$ cat src/rtl/load_store_unit.sv
// rtl/load_store_unit.sv - multi-cycle data-memory access stage with bus timeout
//
// Ports:
//   clk, rst_n              clock, asynchronous active-low reset
//   memread, memwrite       load / store request from the current instruction
//   funct3                  access width and sign (LB/LH/LW/LBU/LHU, SB/SH/SW)
//   aluresult               byte address
//   writedata               store data (rs2)
//   readdata                extended load result, registered
//   stall                   holds PC and register file while an access is in flight
//   fault                   one-cycle pulse on misaligned, illegal or timed-out access
//   bus_req/bus_we          transaction request, 1 = write
//   bus_addr/bus_be         word address and byte enables
//   bus_wdata               replicated store data
//   bus_ack/bus_rdata       completion strobe and read word (same cycle)

module load_store_unit #(
    parameter int TIMEOUT_CYCLES = 255
) (
    input  logic        clk,
    input  logic        rst_n,
    input  logic        memread,
    input  logic        memwrite,
    input  logic [2:0]  funct3,
    input  logic [31:0] aluresult,
    input  logic [31:0] writedata,
    output logic [31:0] readdata,
    output logic        stall,
    output logic        fault,
    output logic        bus_req,
    output logic        bus_we,
    output logic [31:0] bus_addr,
    output logic [3:0]  bus_be,
    output logic [31:0] bus_wdata,
    input  logic        bus_ack,
    input  logic [31:0] bus_rdata
);

    typedef enum logic [1:0] {
        IDLE = 2'd0,
        REQ  = 2'd1,
        DONE = 2'd2
    } state_t;

    localparam logic [15:0] CNT_LAST = 16'(TIMEOUT_CYCLES - 1);

    state_t      state, state_next;
    logic [15:0] cnt;
    logic        tflag;
    logic [1:0]  off_q;
    logic        uns_q;
    logic [1:0]  width_q;

    logic        access, load_ok, store_ok, illegal, misaligned, bad;
    logic        start, timeout, load_ack;
    logic [3:0]  be_c;
    logic [31:0] wdata_c;
    logic [7:0]  rbyte;
    logic [15:0] rhalf;
    logic [31:0] load_val;

    // Access legality and bus pattern for the request currently presented.
    always_comb begin
        access   = memread | memwrite;
        load_ok  = (funct3 == 3'b000) || (funct3 == 3'b001) || (funct3 == 3'b010) ||
                   (funct3 == 3'b100) || (funct3 == 3'b101);
        store_ok = (funct3 <= 3'b010);
        illegal  = (memread & memwrite) | (memread & ~load_ok) | (memwrite & ~store_ok);
        misaligned = ((funct3[1:0] == 2'b10) && (aluresult[1:0] != 2'b00)) ||
                     ((funct3[1:0] == 2'b01) && aluresult[0]);
        bad      = access & (illegal | misaligned);

        be_c    = 4'b1111;
        wdata_c = writedata;
        case (funct3[1:0])
            2'b00: begin
                be_c    = 4'b0001 << aluresult[1:0];
                wdata_c = {4{writedata[7:0]}};
            end
            2'b01: begin
                be_c    = aluresult[1] ? 4'b1100 : 4'b0011;
                wdata_c = {2{writedata[15:0]}};
            end
            default: begin
                be_c    = 4'b1111;
                wdata_c = writedata;
            end
        endcase
        if (!memwrite) begin
            wdata_c = 32'd0;
        end
    end

    // Load extraction uses the lane offset and width captured at request time.
    always_comb begin
        rbyte = 8'(bus_rdata >> {off_q, 3'b000});
        rhalf = 16'(bus_rdata >> {off_q[1], 4'b0000});
        case (width_q)
            2'b00:   load_val = {{24{rbyte[7] & ~uns_q}}, rbyte};
            2'b01:   load_val = {{16{rhalf[15] & ~uns_q}}, rhalf};
            default: load_val = bus_rdata;
        endcase
    end

    always_comb begin
        state_next = state;
        stall      = 1'b0;
        fault      = 1'b0;
        start      = 1'b0;
        timeout    = 1'b0;
        load_ack   = 1'b0;
        case (state)
            IDLE: begin
                if (bad) begin
                    fault = 1'b1;
                end else if (access) begin
                    stall      = 1'b1;
                    start      = 1'b1;
                    state_next = REQ;
                end
            end
            REQ: begin
                stall = 1'b1;
                if (bus_ack) begin
                    load_ack   = ~bus_we;
                    state_next = DONE;
                end else if (cnt == CNT_LAST) begin
                    timeout    = 1'b1;
                    state_next = DONE;
                end
            end
            DONE: begin
                fault      = tflag;
                state_next = IDLE;
            end
            default: state_next = IDLE;
        endcase
    end

    assign bus_req = (state == REQ);

    always_ff @(posedge clk or negedge rst_n) begin
        if (!rst_n) begin
            state     <= IDLE;
            cnt       <= 16'd0;
            tflag     <= 1'b0;
            off_q     <= 2'd0;
            uns_q     <= 1'b0;
            width_q   <= 2'd0;
            readdata  <= 32'd0;
            bus_we    <= 1'b0;
            bus_addr  <= 32'd0;
            bus_be    <= 4'd0;
            bus_wdata <= 32'd0;
        end else begin
            state <= state_next;
            if (start) begin
                cnt       <= 16'd0;
                tflag     <= 1'b0;
                off_q     <= aluresult[1:0];
                uns_q     <= funct3[2];
                width_q   <= funct3[1:0];
                bus_we    <= memwrite;
                bus_addr  <= {aluresult[31:2], 2'b00};
                bus_be    <= be_c;
                bus_wdata <= wdata_c;
            end else if (state == REQ) begin
                cnt <= cnt + 16'd1;
                if (timeout) begin
                    tflag    <= 1'b1;
                    readdata <= 32'd0;
                end else if (load_ack) begin
                    readdata <= load_val;
                end
            end else if (state == DONE) begin
                tflag <= 1'b0;
            end
        end
    end

endmodule

$ cat config.mk
export PLATFORM = sky130hd
export DESIGN_NAME = load_store_unit
export DESIGN_NICKNAME = d
export VERILOG_FILES = /design/src/rtl/load_store_unit.sv
export SDC_FILE = /design/constraint.sdc
export NUM_CORES = 1
export LEC_CHECK = 0
export BUFFER_PORTS_ARGS = -buffer_cell sky130_fd_sc_hd__buf_2
export CAP_MARGIN = 10
export CORE_MARGIN = 3
export CORE_UTILIZATION = 50
export CTS_CLUSTER_SIZE = 10
export DETAILED_ROUTE_END_ITERATION = 8
export PLACE_DENSITY_LB_ADDON = 0.25
export SYNTH_ARGS = -nofsm -noshare
export SYNTH_HDL_FRONTEND = slang
export SYNTH_SLANG_ARGS = --single-unit
$ cat constraint.sdc
create_clock -name clk -period 5.65 [get_ports clk]
set_input_delay 1.13 -clock clk [delete_from_list [all_inputs] [get_ports clk]]
set_output_delay 1.13 -clock clk [all_outputs]
set_load 0.02 [all_outputs]
==> out/metrics.cfg <==
[pwr]
p_int_mw=2.313
switching_share_pct=36.37
vdd_drop_max_v=0.0002512
p_comb_share_pct=32.2
power_mw=3.635
p_per_area_mw_per_mm2=474.4
clkPwrFrac_pct=29.7
p_seq_share_pct=38.2
power.leakage_nw=3.813
p_sw_mw=1.322

[route]
vias_per_cell=5.802
ant_nets=0
dr.max_layer_used=met4
wl_per_cell_um=18.03
route.met3.wl_um=827
wl_met1_um=6926
num_vias=5291
first_pass_iters=5
drc=0
drt_wl_total_um=16440
met2WireLength_um=8446
drtIter0Drc=455

[critical_path]
startpoint=funct3[1]
reg2reg_from=state[1]
reg2reg_slack_ns=2.92
r2r_cells=6
endpoint=stall
crit_path_end_kind=output port
critPathMaxFanout=31
cp_data_required_time_ns=4.52
critPathKind=input port to output port
startpoint_type=input port
cp.arrival_ns=3.17
timing.rr.end=bus_wdata[20]

[global_route]
grt_max_degree=56
track_usage_pct=24.94
grt_pass1_vias=5282
overflow=0
antenna_found_initial=1
grt_pass1_wl_um=26110

[logic_synthesis]
synth.distinct_cells=54
synth_edf_count=0
netlist_area_mm2=0.005956
ys_async_sr_fraction_pct=100.0
synth_top_cell_by_area=dfrtp_1
syn_inst=565
synth-main-ff-cell=dfrtp_1
syn_avg_cell_area_um2=10.54
yosysSeqAreaShare_pct=51.68
synth-seq-cells=123
synth_top_area_share_pct=51.68
yosys_warnings=0
synth_area_leaders=dfrtp_1, mux2_2, mux2i_1

[clock_network]
post_cts_resized=0
hold_buffers=0
cts.sinks=123
clk_path_buf_depth=2
cts_buffers=17
clk-insertion-delay-late_ns=0.41
cts_tree=done
clk_pin_slew_worst_paths_ns=0.05
post_cts_buffers=0
htreeDepth=4
cts_root_buffer=clkbuf_16

[timing]
clock_skew_ns=0.006906
period_needed_ns=4.296
setup_viol=0
fin_tns_setup_ns=0
drv_slew=0
holdWs_ns=0.4769
setup_ws_ns=1.354
grt_setup_unrepaired=no
period_share_pct=76.04
relSlewSlack_pct=26.43
worst_slew_pin_slew_ns=1.104
max_freq_mhz=232.8
hold_violations=0

[job]
cap_viol_max_count=0

[outcome]
status=completed

[placed_design]
place_ws_ns=1.393
hpwl_um=12020
place_congestion=0.9304
numPortBuffers=205

[floorplanning]
core_mm2=0.01152
die_area_mm2=0.01326
die_h_um=115.1
rows=39
start_util_pct=51.72
die_x_um=115.1
io_pins=208

[finish]
post-route-util_pct=66.54
drive_above_1_share_pct=37.76
nets=861
syn_to_final_growth_pct=28.66
final_common_cell=buf_2
final_cell_mix=buf_2, dfrtp_1, nand2_1

[min_path]
holdPathStages=1
hp-class=flop to flop

-- layout make-up --
cell class              instances  area [µm²]
clock buffers                  21       460.4
well taps                     143       178.9
diodes                          1       2.502
clock inverters                11       133.9
flip-flops and latches        123        3078
multi-input cells             392        2690
fillers                       952        3854
repair buffers                213        1089
inverters                       8       30.03
-- registers in the layout, indices dropped and copies added (netlist names) --
signal     count
bus_we         1
cnt           16
state          2
tflag          1
off_q          2
width_q        2
readdata      32
bus_addr      30
bus_wdata     32
uns_q          1
bus_be         4
-- cells in the mapped netlist, types with 6 or more instances --
cell       count
and3_1         8
or3_1         10
nand4_1        8
o21ai_0       43
mux2_2        36
clkbuf_1      22
buf_2         12
a21o_1        12
buf_1          6
nor3_1        12
a221o_1        6
o2bb2ai_1      7
nand2_1       53
a21oi_1       17
mux2i_1       33
a22o_1        16
dfrtp_1      123
o31ai_1        9
nand3_1       44
nor2_1        12
nand2b_1      21
inv_1          7
-- cell families (layout without fill, tap and decap cells) --
family          count (synthesis)  after routing  synth area share [%]
mux                            70             70                 12.73
flops                         123            123                 51.68
fa+ha+maj                       2              2                0.4201
other cells                     1              3               0.06296
simple gates                  185            185                 16.16
xor+xnor                        1              1                0.1471
buf+inv                        51            253                 3.718
compound gates                132            132                 15.08
-- metrics by stage --
step | cell area [µm²] | cells
6_report | 7662 | 912
5_1_grt | 7662 | 912
4_1_cts | 7660 | 911
3_5_place_dp | 7066 | 879
3_3_place_gp | 7066 | 879
2_1_floorplan | 5959 | 566
-- power by group through the flow --
stage | sequential [mW] | clock, mW | combinational, mW
6_report | 1.39 | 1.08 | 1.17
5_1_grt | 1.43 | 1.14 | 1.27
4_1_cts | 1.39 | 1.09 | 1.18
3_5_place_dp | 1.40 | 0 | 1.18
3_3_place_gp | 1.38 | 0 | 1.15
2_1_floorplan | 1.63 | 0 | 0.484
-- worst min path at each step --
| stage | startpoint | to | slack [ns] |
|---|---|---|---|
| final | cnt[15] | cnt[15] | 0.48 |
| after CTS | bus_wdata[15] | bus_wdata[15] | 0.48 |
| after detailed placement | bus_wdata[15] | bus_wdata[15] | 0.47 |
| after global placement | bus_wdata[15] | bus_wdata[15] | 0.46 |
| after global routing | bus_wdata[13] | bus_wdata[13] | 0.50 |
| after floorplan | cnt[15] | cnt[15] | 0.44 |
-- worst max-delay path, stage by stage --
cell,delay [ns]
buf_2,0.46
a21oi_1,0.22
o2111ai_4,0.63
nand3_1,0.42
buf_2,0.29
-- metal layers --
metal,vias to the layer above,GRT usage [%]
met3,23,6.263
met4,0,9.311
met1,2650,31.92
met2,174,41.09
met5,-,0
li1,2444,-
(Power assumes the default switching activity.)
